--- config.mk ---
export PLATFORM = sky130hd
export DESIGN_NAME = mem_port_arbiter
export DESIGN_NICKNAME = d
export VERILOG_FILES = /design/src/rtl/mem_port_arbiter.sv
export SDC_FILE = /design/constraint.sdc
export NUM_CORES = 1
export LEC_CHECK = 0
export CORE_AREA = 2 2 206 208
export CTS_CLUSTER_DIAMETER = 200
export CTS_CLUSTER_SIZE = 25
export DETAILED_ROUTE_END_ITERATION = 16
export DIE_AREA = 0 0 208 210
export DONT_BUFFER_PORTS = 1
export GPL_TIMING_DRIVEN = 0
export SLEW_MARGIN = 10
export SYNTH_ARGS = -nofsm -noshare
export SYNTH_HDL_FRONTEND = slang
export SYNTH_SLANG_ARGS = --single-unit
--- constraint.sdc ---
create_clock -name clk -period 4.55 [get_ports clk]
set_input_delay 0.2275 -clock clk [delete_from_list [all_inputs] [get_ports clk]]
set_output_delay 0.2275 -clock clk [all_outputs]
set_load 0.005 [all_outputs]
--- src/rtl/mem_port_arbiter.sv ---
// Arbitrates the instruction-fetch (IF) and data-memory (DM) ports of the Y86
// pipeline onto one single-ported, variable-latency backing memory.
module mem_port_arbiter #(
    parameter int ADDR_W     = 64,
    parameter int DATA_W     = 64,
    parameter int MAX_DM_RUN = 4,
    parameter int TIMEOUT    = 64
) (
    input  logic              clk,
    input  logic              rst_n,

    input  logic              if_req,
    input  logic [ADDR_W-1:0] if_addr,
    output logic [DATA_W-1:0] if_rdata,
    output logic              if_done,
    output logic              if_err,
    output logic              if_stall,

    input  logic              dm_req,
    input  logic              dm_we,
    input  logic [ADDR_W-1:0] dm_addr,
    input  logic [DATA_W-1:0] dm_wdata,
    output logic [DATA_W-1:0] dm_rdata,
    output logic              dm_done,
    output logic              dm_err,
    output logic              dm_stall,

    output logic              mem_valid,
    output logic              mem_we,
    output logic [ADDR_W-1:0] mem_addr,
    output logic [DATA_W-1:0] mem_wdata,
    input  logic              mem_ready,
    input  logic              mem_rvalid,
    input  logic [DATA_W-1:0] mem_rdata,
    input  logic              mem_err,

    output logic [1:0]        dbg_state
);

    // Memory handshake: a request transfers on a cycle where mem_valid and
    // mem_ready are both high; mem_valid/we/addr/wdata hold steady until then.
    // A response is one cycle with mem_rvalid high; mem_rdata/mem_err only
    // mean something in that cycle. One transaction is outstanding at a time.

    typedef enum logic [1:0] {
        S_IDLE = 2'd0,
        S_REQ  = 2'd1,
        S_WAIT = 2'd2,
        S_RESP = 2'd3
    } state_t;

    state_t            state;
    state_t            state_nxt;
    logic              owner_dm;
    logic [3:0]        run_cnt;
    logic [7:0]        to_cnt;

    logic              grant_dm;
    logic              grant_if;
    logic              timeout_hit;
    logic              resp_fire;
    logic [DATA_W-1:0] resp_rdata;
    logic              resp_err;

    // DM normally wins a tie; the run counter bounds how long IF can be held off.
    assign grant_dm    = dm_req & (~if_req | (run_cnt < 4'(MAX_DM_RUN)));
    assign grant_if    = if_req & ~grant_dm;
    assign timeout_hit = (to_cnt == 8'(TIMEOUT - 1));
    assign resp_fire   = mem_rvalid | timeout_hit;

    // A real response beats a timeout landing on the same cycle.
    assign resp_rdata  = (mem_rvalid && !mem_we) ? mem_rdata : '0;
    assign resp_err    = mem_rvalid ? mem_err : 1'b1;

    assign if_stall  = if_req & ~if_done;
    assign dm_stall  = dm_req & ~dm_done;
    assign dbg_state = state;

    always_comb begin
        state_nxt = state;
        case (state)
            S_IDLE: if (grant_dm || grant_if) state_nxt = S_REQ;
            S_REQ:  if (mem_ready)            state_nxt = S_WAIT;
            S_WAIT: if (resp_fire)            state_nxt = S_RESP;
            S_RESP:                           state_nxt = S_IDLE;
            default:                          state_nxt = S_IDLE;
        endcase
    end

    always_ff @(posedge clk) begin
        if (!rst_n) begin
            state     <= S_IDLE;
            owner_dm  <= 1'b0;
            run_cnt   <= '0;
            to_cnt    <= '0;
            mem_valid <= 1'b0;
            mem_we    <= 1'b0;
            mem_addr  <= '0;
            mem_wdata <= '0;
            if_done   <= 1'b0;
            if_err    <= 1'b0;
            if_rdata  <= '0;
            dm_done   <= 1'b0;
            dm_err    <= 1'b0;
            dm_rdata  <= '0;
        end else begin
            state   <= state_nxt;
            if_done <= 1'b0;
            dm_done <= 1'b0;
            case (state)
                S_IDLE: begin
                    if (grant_dm) begin
                        owner_dm  <= 1'b1;
                        mem_valid <= 1'b1;
                        mem_we    <= dm_we;
                        mem_addr  <= dm_addr;
                        mem_wdata <= dm_wdata;
                    end else if (grant_if) begin
                        owner_dm  <= 1'b0;
                        mem_valid <= 1'b1;
                        mem_we    <= 1'b0;
                        mem_addr  <= if_addr;
                        mem_wdata <= '0;
                    end
                    if (grant_if || !if_req) begin
                        run_cnt <= '0;
                    end else if (grant_dm && run_cnt != 4'hF) begin
                        run_cnt <= run_cnt + 4'd1;
                    end
                end
                S_REQ: begin
                    if (mem_ready) begin
                        mem_valid <= 1'b0;
                        to_cnt    <= '0;
                    end
                end
                S_WAIT: begin
                    if (resp_fire) begin
                        // A requester that has let go of its req gets no pulse.
                        if (owner_dm) begin
                            dm_done  <= dm_req;
                            dm_rdata <= resp_rdata;
                            dm_err   <= resp_err;
                        end else begin
                            if_done  <= if_req;
                            if_rdata <= resp_rdata;
                            if_err   <= resp_err;
                        end
                    end else begin
                        to_cnt <= to_cnt + 8'd1;
                    end
                end
                default: ;
            endcase
        end
    end

endmodule

==> load_flow_metrics.sql, run 1 <==
INSERT INTO impl_metrics (metric_group, metric, value, unit) VALUES
('run_status', 'outcome', 'finished clean', ''),
('timing', 'finalHoldViolations', '0', ''),
('timing', 'grt_setup_unrepaired', 'no', ''),
('cells_and_area', 'postLayoutCoreUtil', '0.327', ''),
('timing', 'max_slew_vio_count', '0', ''),
('pwr', 'share_clk_of_total_power', '0.234', ''),
('place', 'gp_congestion', '0.849', ''),
('global_routing', 'antenna_found_initial', '3', ''),
('drt', 'routed-via-count', '8927', ''),
('floorplan', 'io-pin-count', '530', ''),
('timing', 'finalSetupViolCount', '0', ''),
('pwr', 'worst_ir_drop_vdd', '361', 'uV'),
('logic_synthesis', 'synth-edff-count', '0', ''),
('clocking', 'cts.reportedPaths.clkPinSlew', '0.11', 'ns'),
('logic_synthesis', 'top_flip_flop_cell_by_instance_count_after_synthesis', 'sky130_fd_sc_hd__dfxtp_1', ''),
('worst_hold_path', 'worst_hold_path_type', 'in -> reg', ''),
('clocking', 'clkSinkCount', '277', ''),
('floorplan', 'die_area', '43700', 'sq um'),
('pwr', 'comb_power_share', '0.251', ''),
('pwr', 'seq_power_share', '0.514', ''),
('setup_path', 'crit-reg2reg-capture', 'dm_rdata[24]$_SDFFE_PN0P_', ''),
('logic_synthesis', 'synth_cells', '916', ''),
('timing', 'setup-tns-final', '0', 'ns'),
('floorplan', 'floorplan.die.height', '210', 'microns'),
('run', 'cap_viol_max_count', '0', ''),
('clocking', 'cts_max_level', '1', ''),
('global_routing', 'gr-usage-all-layers', '0.158', ''),
('pwr', 'p_int', '3980', 'uW'),
('drt', 'number_of_drc_violations_after_detailed_routing', '0', ''),
('logic_synthesis', 'post_synth.cell_area_avg', '10.7', 'sq um'),
('pwr', 'cellLeakagePower', '0.00528', 'uW'),
('clocking', 'clock_insertion_delay_worst_skew', '0.51', 'ns'),
('setup_path', 'crit-reg2reg-launch', 'dbg_state[0]$_SDFFE_PN0P_', ''),
('drt', 'drt-initial-drc-count', '680', ''),
('logic_synthesis', 'synth-seq-cells', '277', ''),
('setup_path', 'timing_worst_setup_path_type', 'reg -> reg', ''),
('clocking', 'post_cts_resize_count', '0', ''),
('clocking', 'cts_tree', 'built', ''),
('pwr', 'power.density', '448', 'nW/um^2'),
('global_routing', 'via_count_of_the_first_global_routing_pass', '8928', ''),
('timing', 'skew', '0.0324', 'ns'),
('timing', 'fmaxAchievable', '390', 'MHz'),
('place', 'hpwl', '24.7', 'mm'),
('timing', 'timing.slew.headroom', '0.315', ''),
('cells_and_area', 'leading_cell_type_in_the_layout_fill_and_taps_excluded', 'sky130_fd_sc_hd__dfxtp_1', ''),
('drt', 'remaining_antenna_violation_count_after_routing', '0', ''),
('global_routing', 'grt_pass1_wl', '54.2', 'mm'),
('setup_path', 'worst_setup_path_startpoint', 'dbg_state[0]$_SDFFE_PN0P_', ''),
('drt', 'first_pass_iters', '6', ''),
('setup_path', 'critPathLaunchType', 'flip-flop', ''),
('worst_hold_path', 'hold_start', 'if_addr[11]', ''),
('pwr', 'switching_share_of_power', '0.344', ''),
('clocking', 'post_cts_buffers', '0', ''),
('floorplan', 'die_width', '208', 'microns'),
('logic_synthesis', 'share_of_synthesized_flip_flops_with_an_asynchronous_set_or_reset', '0', ''),
('worst_hold_path', 'min_delay_worst_endpoint', 'mem_addr[11]$_SDFFE_PN0P_', ''),
('clocking', 'ctsRootBufferMaster', 'sky130_fd_sc_hd__clkbuf_16', ''),
('floorplan', 'core_area', '41500', 'sq um'),
('setup_path', 'ff_to_ff_setup_slack', '1.98', 'ns'),
('drt', 'routed_wirelength', '37.1', 'mm'),
('logic_synthesis', 'synth-warning-count', '0', ''),
('drt', 'post_drt_wl_per_cell', '21.4', 'microns'),
('setup_path', 'arrival', '3.02', 'ns'),
('cells_and_area', 'final_cell_mix', '277 x sky130_fd_sc_hd__dfxtp_1, 262 x sky130_fd_sc_hd__dlygate4sd3_1, 130 x sky130_fd_sc_hd__a22o_1', ''),
('floorplan', 'row_count', '75', ''),
('setup_path', 'crit_fanout', '10', ''),
('drt', 'detail_route.vias_per_cell', '5.14', ''),
('timing', 'finalWorstPathRequiredPeriod', '2.57', 'ns'),
('logic_synthesis', 'syn-num-nets', '1185', ''),
('clocking', 'clockBufferDepth', '3', ''),
('timing', 'max_slew.worst_pin.slew', '1.02', 'ns');
synthesized netlist by cell type (5+ instances only):
| cell type | number | area [sq um] |
|---|---|---|
| sky130_fd_sc_hd__buf_4 | 6 | 45.0 |
| sky130_fd_sc_hd__nor3_1 | 11 | 55.1 |
| sky130_fd_sc_hd__ha_1 | 5 | 62.6 |
| sky130_fd_sc_hd__a22o_1 | 130 | 1140 |
| sky130_fd_sc_hd__inv_1 | 9 | 33.8 |
| sky130_fd_sc_hd__nand2_1 | 15 | 56.3 |
| sky130_fd_sc_hd__mux2i_1 | 67 | 671 |
| sky130_fd_sc_hd__buf_2 | 17 | 85.1 |
| sky130_fd_sc_hd__clkbuf_1 | 42 | 158 |
| sky130_fd_sc_hd__buf_6 | 14 | 158 |
| sky130_fd_sc_hd__o21ai_0 | 70 | 350 |
| sky130_fd_sc_hd__nor2_1 | 75 | 282 |
| sky130_fd_sc_hd__a22oi_1 | 65 | 488 |
| sky130_fd_sc_hd__a21oi_1 | 70 | 350 |
| sky130_fd_sc_hd__dfxtp_1 | 277 | 5550 |
power groups by stage:
stage               clock [uW]  combinational (uW)  sequential, uW
CTS                       1470                1480            3110
floorplan                    0                 926            3030
finish                    1420                1530            3120
detailed placement           0                1260            3160
global route              1540                1680            3150
global placement             0                1220            3160
area by class of cell:
| type | instances | area [sq um] |
|---|---|---|
| Antenna cell | 3 | 7.51 |
| Buffer | 79 | 445 |
| Clock buffer | 15 | 375 |
| Clock inverter | 1 | 30.0 |
| Fill cell | 4121 | 27900 |
| Inverter | 10 | 37.5 |
| Multi-Input combinational cell | 550 | 3810 |
| Sequential cell | 277 | 5550 |
| Tap cell | 539 | 674 |
| Timing Repair Buffer | 262 | 2620 |
through the flow:
stage / hold WS [ns] / power, uW / setup slack, ns / cell area (sq um) / instances
6_report: 0.0414 / 6070 / 1.98 / 13500 / 1736
5_1_grt: 0.0297 / 6370 / 1.70 / 13500 / 1736
4_1_cts: 0.00405 / 6060 / 1.86 / 13500 / 1733
3_5_place_dp: 0.364 / 4420 / 1.90 / 10500 / 1455
3_3_place_gp: 0.361 / 4390 / 1.94 / 10500 / 1455
2_1_floorplan: 0.360 / 3960 / 2.80 / 9840 / 916
state kept, by name, indices dropped and copies added (netlist names):
name / count
dbg_state: 2
mem_valid: 1
if_err: 1
dm_rdata: 64
dm_done: 1
dm_err: 1
run_cnt: 4
mem_we: 1
mem_addr: 64
owner_dm: 1
mem_wdata: 64
to_cnt: 8
if_rdata: 64
if_done: 1
worst max-delay path by stage:
stage	endpoint	slack (ns)
after floorplan	dm_rdata[23]$_SDFFE_PN0P_	2.80
after global placement	dm_rdata[28]$_SDFFE_PN0P_	1.94
after detailed placement	dm_rdata[24]$_SDFFE_PN0P_	1.90
after CTS	dm_rdata[24]$_SDFFE_PN0P_	1.86
after global routing	dm_rdata[28]$_SDFFE_PN0P_	1.70
final	dm_rdata[24]$_SDFFE_PN0P_	1.98
routing by layer:
metal  vias up  wire, microns  track usage
met5         -              0            0
met4         0           1970       0.0836
met3       112           3580       0.0501
met2       607          18000        0.277
met1      4270          13600        0.170
li1       3938              -            -
kinds of logic (layout without fill, tap and decap cells):
| group | Yosys count | count (layout) | synth area share |
|---|---|---|---|
| multiplexers | 68 | 68 | 0.0693 |
| adder cells (fa/ha/maj) | 5 | 5 | 0.00636 |
| AND/OR/NAND/NOR | 123 | 123 | 0.0563 |
| buffers and inverters | 89 | 367 | 0.0491 |
| other | 0 | 3 | 0 |
| AO/OA/AOI/OAI | 352 | 352 | 0.253 |
| flip-flops | 277 | 277 | 0.564 |
| XOR/XNOR | 2 | 2 | 0.00178 |
worst max-delay path, stage by stage, from the launching register on:
cell,delay [ns]
sky130_fd_sc_hd__dfxtp_1,0.41
sky130_fd_sc_hd__inv_1,0.12
sky130_fd_sc_hd__ha_1,0.19
sky130_fd_sc_hd__nand2_1,0.18
sky130_fd_sc_hd__nor3_2,0.81
sky130_fd_sc_hd__clkbuf_1,0.53
sky130_fd_sc_hd__a22o_1,0.25
Note: power is estimated with default switching activity, not from simulation.
==> inputs of run 2 (changes only) <==
- clock period: 4.55 -> 2.5 ns (I/O delays scaled with it)
==> run 2 against run 1 <==
Sequential cell count unchanged. Non-clock buffer count up 6. Die area unchanged. Largest cell class unchanged. Worst setup slack worse by 1.8 ns. Fmax increased by 8.6%. Final area rose by 0.60%.
==> load_flow_metrics.sql, run 2 (synthesis results as in run 1) <==
INSERT INTO impl_metrics (metric_group, metric, value, unit) VALUES
('run_status', 'outcome', 'finished clean', ''),
('place', 'portBuffers', '0', ''),
('cells_and_area', 'ff_latch_area', '5550', 'sq um'),
('cells_and_area', 'multi_input_comb_area', '3820', 'sq um'),
('place', 'hpwl', '24.7', 'mm'),
('clocking', 'cts_tree', 'built', ''),
('cells_and_area', 'final_cell_mix', '277 x sky130_fd_sc_hd__dfxtp_1, 264 x sky130_fd_sc_hd__dlygate4sd3_1, 130 x sky130_fd_sc_hd__a22o_1', ''),
('timing', 'finalSetupViolCount', '0', ''),
('setup_path', 'worst_setup_path_startpoint', 'dbg_state[0]$_SDFFE_PN0P_', ''),
('setup_path', 'crit_required', '2.94', 'ns'),
('global_routing', 'gr-usage-all-layers', '0.158', ''),
('floorplan', 'row_count', '75', ''),
('clocking', 'cts.reportedPaths.clkPinSlew', '0.11', 'ns'),
('timing', 'final_min_period_over_clock_period', '0.945', ''),
('clocking', 'clockBufferDepth', '3', ''),
('timing', 'postLayoutSetupSlackWorst', '0.137', 'ns'),
('worst_hold_path', 'hold_start', 'if_req', ''),
('run', 'cap_viol_max_count', '0', ''),
('timing', 'timing.slew.headroom', '0.481', ''),
('timing', 'max_slew_vio_count', '0', ''),
('floorplan', 'floorplan.die.height', '210', 'microns'),
('global_routing', 'antenna_found_initial', '3', ''),
('place', 'gp_congestion', '0.849', ''),
('clocking', 'clkSinkCount', '277', ''),
('drt', 'routed_wirelength', '37.1', 'mm'),
('timing', 'finalHoldViolations', '0', ''),
('setup_path', 'cp_slowest_stage_delay', '0.50', 'ns'),
('floorplan', 'start_util', '0.237', ''),
('place', 'place_worst_setup_slack', '-0.147', 'ns'),
('setup_path', 'timing.critical_path.cells', 'inv_1, ha_1, buf_2, o21ai_0, clkbuf_2, clkbuf_1, a22oi_1, nor2_1', ''),
('setup_path', 'critPathLaunchType', 'flip-flop', ''),
('floorplan', 'io-pin-count', '530', ''),
('cells_and_area', 'area.growth.synth_to_final', '38.5', '%'),
('floorplan', 'die_width', '208', 'microns'),
('pwr', 'worst_ir_drop_vdd', '649', 'uV'),
('setup_path', 'crit-reg2reg-launch', 'dbg_state[0]$_SDFFE_PN0P_', ''),
('clocking', 'ctsRootBufferMaster', 'sky130_fd_sc_hd__clkbuf_16', ''),
('timing', 'grt_setup_unrepaired', 'yes', ''),
('global_routing', 'pin_count_of_the_biggest_net_entering_global_routing', '26', ''),
('cells_and_area', 'share_of_cells_above_drive_strength_1', '0.0575', ''),
('timing', 'skew', '0.0332', 'ns'),
('drt', 'routed-via-count', '8931', ''),
('drt', 'remaining_antenna_violation_count_after_routing', '0', ''),
('cells_and_area', 'final_design_area_no_fill', '13600', 'sq um'),
('timing', 'max_slew.worst_pin.slew', '0.778', 'ns'),
('place', 'post-place-cells', '1455', ''),
('drt', 'number_of_drc_violations_after_detailed_routing', '0', ''),
('clocking', 'number_of_buffers_created_by_cts', '15', ''),
('cells_and_area', 'finalNonFillerCells', '1742', ''),
('drt', 'detail_route.vias_per_cell', '5.13', ''),
('pwr', 'power.density', '813', 'nW/um^2'),
('worst_hold_path', 'worst_hold_path_type', 'in -> reg', ''),
('cells_and_area', 'postLayoutCoreUtil', '0.329', ''),
('pwr', 'cellLeakagePower', '0.00533', 'uW'),
('setup_path', 'timing_worst_setup_path_type', 'reg -> reg', ''),
('drt', 'drt-initial-drc-count', '731', ''),
('setup_path', 'arrival', '2.80', 'ns'),
('clocking', 'cts_max_level', '1', ''),
('timing', 'fmaxAchievable', '423', 'MHz'),
('cells_and_area', 'fillerInstances', '4117', ''),
('cells_and_area', 'leading_cell_type_in_the_layout_fill_and_taps_excluded', 'sky130_fd_sc_hd__dfxtp_1', ''),
('timing', 'finalWorstPathRequiredPeriod', '2.36', 'ns'),
('global_routing', 'via_count_of_the_first_global_routing_pass', '8945', ''),
('cells_and_area', 'design.final.nets', '1470', ''),
('setup_path', 'crit_fanout', '10', ''),
('global_routing', 'globalRouteOverflowTotal', '0', ''),
('drt', 'post_drt_wl_per_cell', '21.3', 'microns'),
('setup_path', 'worst_setup_ep_type', 'flip-flop', ''),
('timing', 'hold-worst-slack', '0.0383', 'ns'),
('floorplan', 'die_area', '43700', 'sq um'),
('global_routing', 'grt_pass1_wl', '54.4', 'mm'),
('setup_path', 'critical-path-slowest-cell', 'sky130_fd_sc_hd__dfxtp_1', ''),
('clocking', 'clock_insertion_delay_worst_skew', '0.51', 'ns'),
('floorplan', 'core_area', '41500', 'sq um'),
('place', 'placed_cell_area', '10500', 'sq um'),
('drt', 'first_pass_iters', '8', '');
## run 2: per-stage QoR
step           total power [uW]  setup TNS [ns]
2_1_floorplan              7210               0
3_3_place_gp               7980           -1.46
3_5_place_dp               8040           -2.28
4_1_cts                   11100               0
5_1_grt                   11600           -1.22
6_report                  11100               0
## run 2: layout make-up
class	count	share of cell area
multi-input combinational	550	0.280
tap	539	0.0495
buffer	79	0.0332
inverter	10	0.00275
antenna	3	0.000551
sequential	277	0.407
clock buffer	15	0.0275
timing repair buffer	268	0.197
clock inverter	1	0.00220
## run 2: per-layer routing
layer	vias up	routed length [microns]	part of all wire	global-route usage
met2	582	18200	0.49	0.281
met5	-	0	0	0
met3	114	3550	0.096	0.0492
met1	4285	13600	0.37	0.170
met4	0	1800	0.048	0.0780
li1	3950	-	-	-
## run 2: critical path, delay by kind of cell, from the launching register on
kind / cells / cell delay [ns]
buffers and inverters: 4 / 1.05
adders and majority gates: 1 / 0.20
DFF: 1 / 0.50
AOI/OAI and AO/OA: 2 / 0.41
and+or+nand+nor: 1 / 0.12
## run 2: path summary, 6_finish.rpt
check | to | slack, ns | cells after the start
max | mem_wdata[62]$_SDFFE_PN0P_ | 0.14 | 8
min | dbg_state[1]$_SDFFE_PN0P_ | 0.04 | 3
max reg2reg | mem_wdata[62]$_SDFFE_PN0P_ | 0.14 | 8
min reg2reg | run_cnt[0]$_SDFFE_PN0P_ | 0.50 | 2
## run 2: power by group
| part | internal [uW] | switching (uW) |
|---|---|---|
| combinational | 1100 | 1710 |
| sequential | 5070 | 613 |
| clock | 1110 | 1480 |
## run 2: what timing repair did
action | in CTS | in global routing
hold buffers | 264 | 0
buffers inserted | 0 | 4
setup endpoints to repair | 40 | 94
endpoints found under the hold margin | 273 | 0
pin swaps | 0 | 2
gates resized for setup | 3 | 7
==> inputs of run 3 (changes only) <==
- clock period: 2.5 -> 2.9 ns (I/O delays scaled with it)
==> run 3 against run 2 <==
Count of clock-buffer cells in the layout stayed put. Non-clock buffer count is 5 lower. Largest cell class unchanged. Sequential power is 14% lower.
==> load_flow_metrics.sql, run 3 (synthesis results as in run 1) <==
INSERT INTO impl_metrics (metric_group, metric, value, unit) VALUES
('timing', 'hold-worst-slack', '0.0547', 'ns'),
('place', 'gp_congestion', '0.849', ''),
('cells_and_area', 'area.growth.synth_to_final', '37.8', '%'),
('timing', 'grt_setup_unrepaired', 'no', ''),
('clocking', 'clkSinkCount', '277', ''),
('cells_and_area', 'final_cell_mix', '277 x sky130_fd_sc_hd__dfxtp_1, 263 x sky130_fd_sc_hd__dlygate4sd3_1, 130 x sky130_fd_sc_hd__a22o_1', ''),
('pwr', 'cellLeakagePower', '0.00528', 'uW'),
('setup_path', 'critPathLaunchType', 'flip-flop', ''),
('clocking', 'post_cts_resize_count', '0', ''),
('place', 'portBuffers', '0', ''),
('floorplan', 'die_width', '208', 'microns'),
('floorplan', 'io-pin-count', '530', ''),
('setup_path', 'critical_path.n_buffers_inverters', '2', ''),
('pwr', 'share_clk_of_total_power', '0.234', ''),
('setup_path', 'crit_family', 'simple AND/OR/NAND/NOR gates', ''),
('timing', 'finalWorstPathRequiredPeriod', '2.55', 'ns'),
('drt', 'post_drt_wl_per_cell', '21.4', 'microns'),
('setup_path', 'timing_worst_setup_path_type', 'reg -> reg', ''),
('timing', 'skew', '0.0315', 'ns'),
('timing', 'fmaxAchievable', '392', 'MHz'),
('clocking', 'ctsRootBufferMaster', 'sky130_fd_sc_hd__clkbuf_16', ''),
('place', 'hpwl', '24.7', 'mm'),
('setup_path', 'cp_slowest_stage_delay', '0.80', 'ns'),
('setup_path', 'crit_fanout', '10', ''),
('drt', 'routed_wirelength', '37.2', 'mm'),
('pwr', 'seq_power_share', '0.514', ''),
('cells_and_area', 'finalNonFillerCells', '1738', ''),
('floorplan', 'core_area', '41500', 'sq um'),
('pwr', 'p_int', '6250', 'uW'),
('floorplan', 'row_count', '75', ''),
('drt', 'number_of_drc_violations_after_detailed_routing', '0', ''),
('timing', 'finalSetupViolCount', '0', ''),
('timing', 'finalHoldViolations', '0', ''),
('drt', 'first_pass_iters', '7', ''),
('cells_and_area', 'leading_cell_type_in_the_layout_fill_and_taps_excluded', 'sky130_fd_sc_hd__dfxtp_1', ''),
('pwr', 'comb_power_share', '0.252', ''),
('global_routing', 'via_count_of_the_first_global_routing_pass', '8952', ''),
('global_routing', 'antenna_found_initial', '3', ''),
('floorplan', 'floorplan.die.height', '210', 'microns'),
('cells_and_area', 'design.final.nets', '1465', ''),
('clocking', 'clockBufferDepth', '3', ''),
('pwr', 'switchingPower', '3270', 'uW'),
('place', 'post-place-cells', '1455', ''),
('pwr', 'worst_ir_drop_vdd', '500', 'uV'),
('drt', 'remaining_antenna_violation_count_after_routing', '0', ''),
('pwr', 'switching_share_of_power', '0.344', ''),
('clocking', 'post_cts_buffers', '0', ''),
('run_status', 'outcome', 'finished clean', ''),
('timing', 'max_slew_vio_count', '0', ''),
('cells_and_area', 'postLayoutCoreUtil', '0.327', ''),
('timing', 'final_min_period_over_clock_period', '0.880', ''),
('timing', 'timing.slew.headroom', '0.323', ''),
('setup_path', 'arrival', '3.01', 'ns'),
('global_routing', 'pin_count_of_the_biggest_net_entering_global_routing', '26', ''),
('clocking', 'cts_hold_repair.buffers', '263', ''),
('drt', 'detail_route.vias_per_cell', '5.14', ''),
('cells_and_area', 'share_of_cells_above_drive_strength_1', '0.0502', ''),
('run', 'cap_viol_max_count', '0', ''),
('timing', 'setup-tns-final', '0', 'ns'),
('setup_path', 'worst_setup_ep_type', 'flip-flop', ''),
('clocking', 'cts_max_level', '1', ''),
('clocking', 'number_of_buffers_created_by_cts', '15', ''),
('floorplan', 'die_area', '43700', 'sq um'),
('global_routing', 'grt_pass1_wl', '54.3', 'mm'),
('pwr', 'power.density', '702', 'nW/um^2'),
('clocking', 'clock_insertion_delay_worst_skew', '0.51', 'ns'),
('clocking', 'cts.reportedPaths.clkPinSlew', '0.11', 'ns'),
('floorplan', 'start_util', '0.237', ''),
('timing', 'max_slew.worst_pin.slew', '1.01', 'ns'),
('clocking', 'cts_tree', 'built', ''),
('setup_path', 'critical-path-slowest-cell', 'sky130_fd_sc_hd__nor3_2', ''),
('drt', 'drt-initial-drc-count', '697', ''),
('pwr', 'report.power.total', '9530', 'uW'),
('global_routing', 'gr-usage-all-layers', '0.158', ''),
('setup_path', 'crit_required', '3.35', 'ns'),
('global_routing', 'globalRouteOverflowTotal', '0', ''),
('worst_hold_path', 'worst_hold_path_type', 'in -> reg', ''),
('drt', 'routed-via-count', '8929', ''),
('setup_path', 'timing.critical_path.cells', 'inv_1, ha_1, nand2_1, nor3_2, clkbuf_1, a22o_1', '');
## run 3: changes by cell type in the layout (fill, tap and decap cells not counted), sizes merged
cell and change:
buf -3, clkbuf -1, diode +1, dlygate4sd3 -1
## run 3: per-layer routing
layer  global-route usage  share of wire
met5                    0              0
met3               0.0498          0.093
met2                0.277           0.48
met4               0.0849          0.054
met1                0.170           0.37
## run 3: worst register-to-register path: cells and delay by family (launching register included)
kind	cells	cell delay, ns
AO/OA/AOI/OAI	1	0.25
buffers and inverters	2	0.67
AND/OR/NAND/NOR	2	0.98
adder cells (fa/ha/maj)	1	0.19
flip-flops	1	0.41
## run 3: cell type report
class | instances | area [sq um]
diodes | 4 | 10.0
plain buffers | 79 | 445
clock buffers | 15 | 375
clock inverters | 1 | 30.0
fillers | 4123 | 27900
inverters | 10 | 37.5
multi-input cells | 550 | 3810
flip-flops and latches | 277 | 5550
well taps | 539 | 674
repair buffers | 263 | 2630
## run 3: path summary, 6_finish.rpt
kind | startpoint | cells after the start | endpoint | slack, ns
max | dbg_state[0]$_SDFFE_PN0P_ | 6 | dm_rdata[24]$_SDFFE_PN0P_ | 0.35
min reg2reg | run_cnt[0]$_SDFFE_PN0P_ | 2 | run_cnt[0]$_SDFFE_PN0P_ | 0.50
max reg2reg | dbg_state[0]$_SDFFE_PN0P_ | 6 | dm_rdata[24]$_SDFFE_PN0P_ | 0.35
min | mem_ready | 4 | dbg_state[0]$_SDFFE_PN0P_ | 0.05
## run 3: power by group through the flow
stage / combinational [uW] / clock [uW] / sequential (uW)
floorplan: 1450 / 0 / 4760
global placement: 1920 / 0 / 4960
detailed placement: 1970 / 0 / 4960
CTS: 2320 / 2310 / 4880
global route: 2640 / 2410 / 4940
finish: 2400 / 2230 / 4900
## run 3: through the flow
stage               setup WS, ns  cell area [sq um]
global placement           0.289              10500
detailed placement         0.253              10500
global route              0.0452              13600
CTS                        0.208              13600
floorplan                   1.15               9840
finish                     0.347              13600
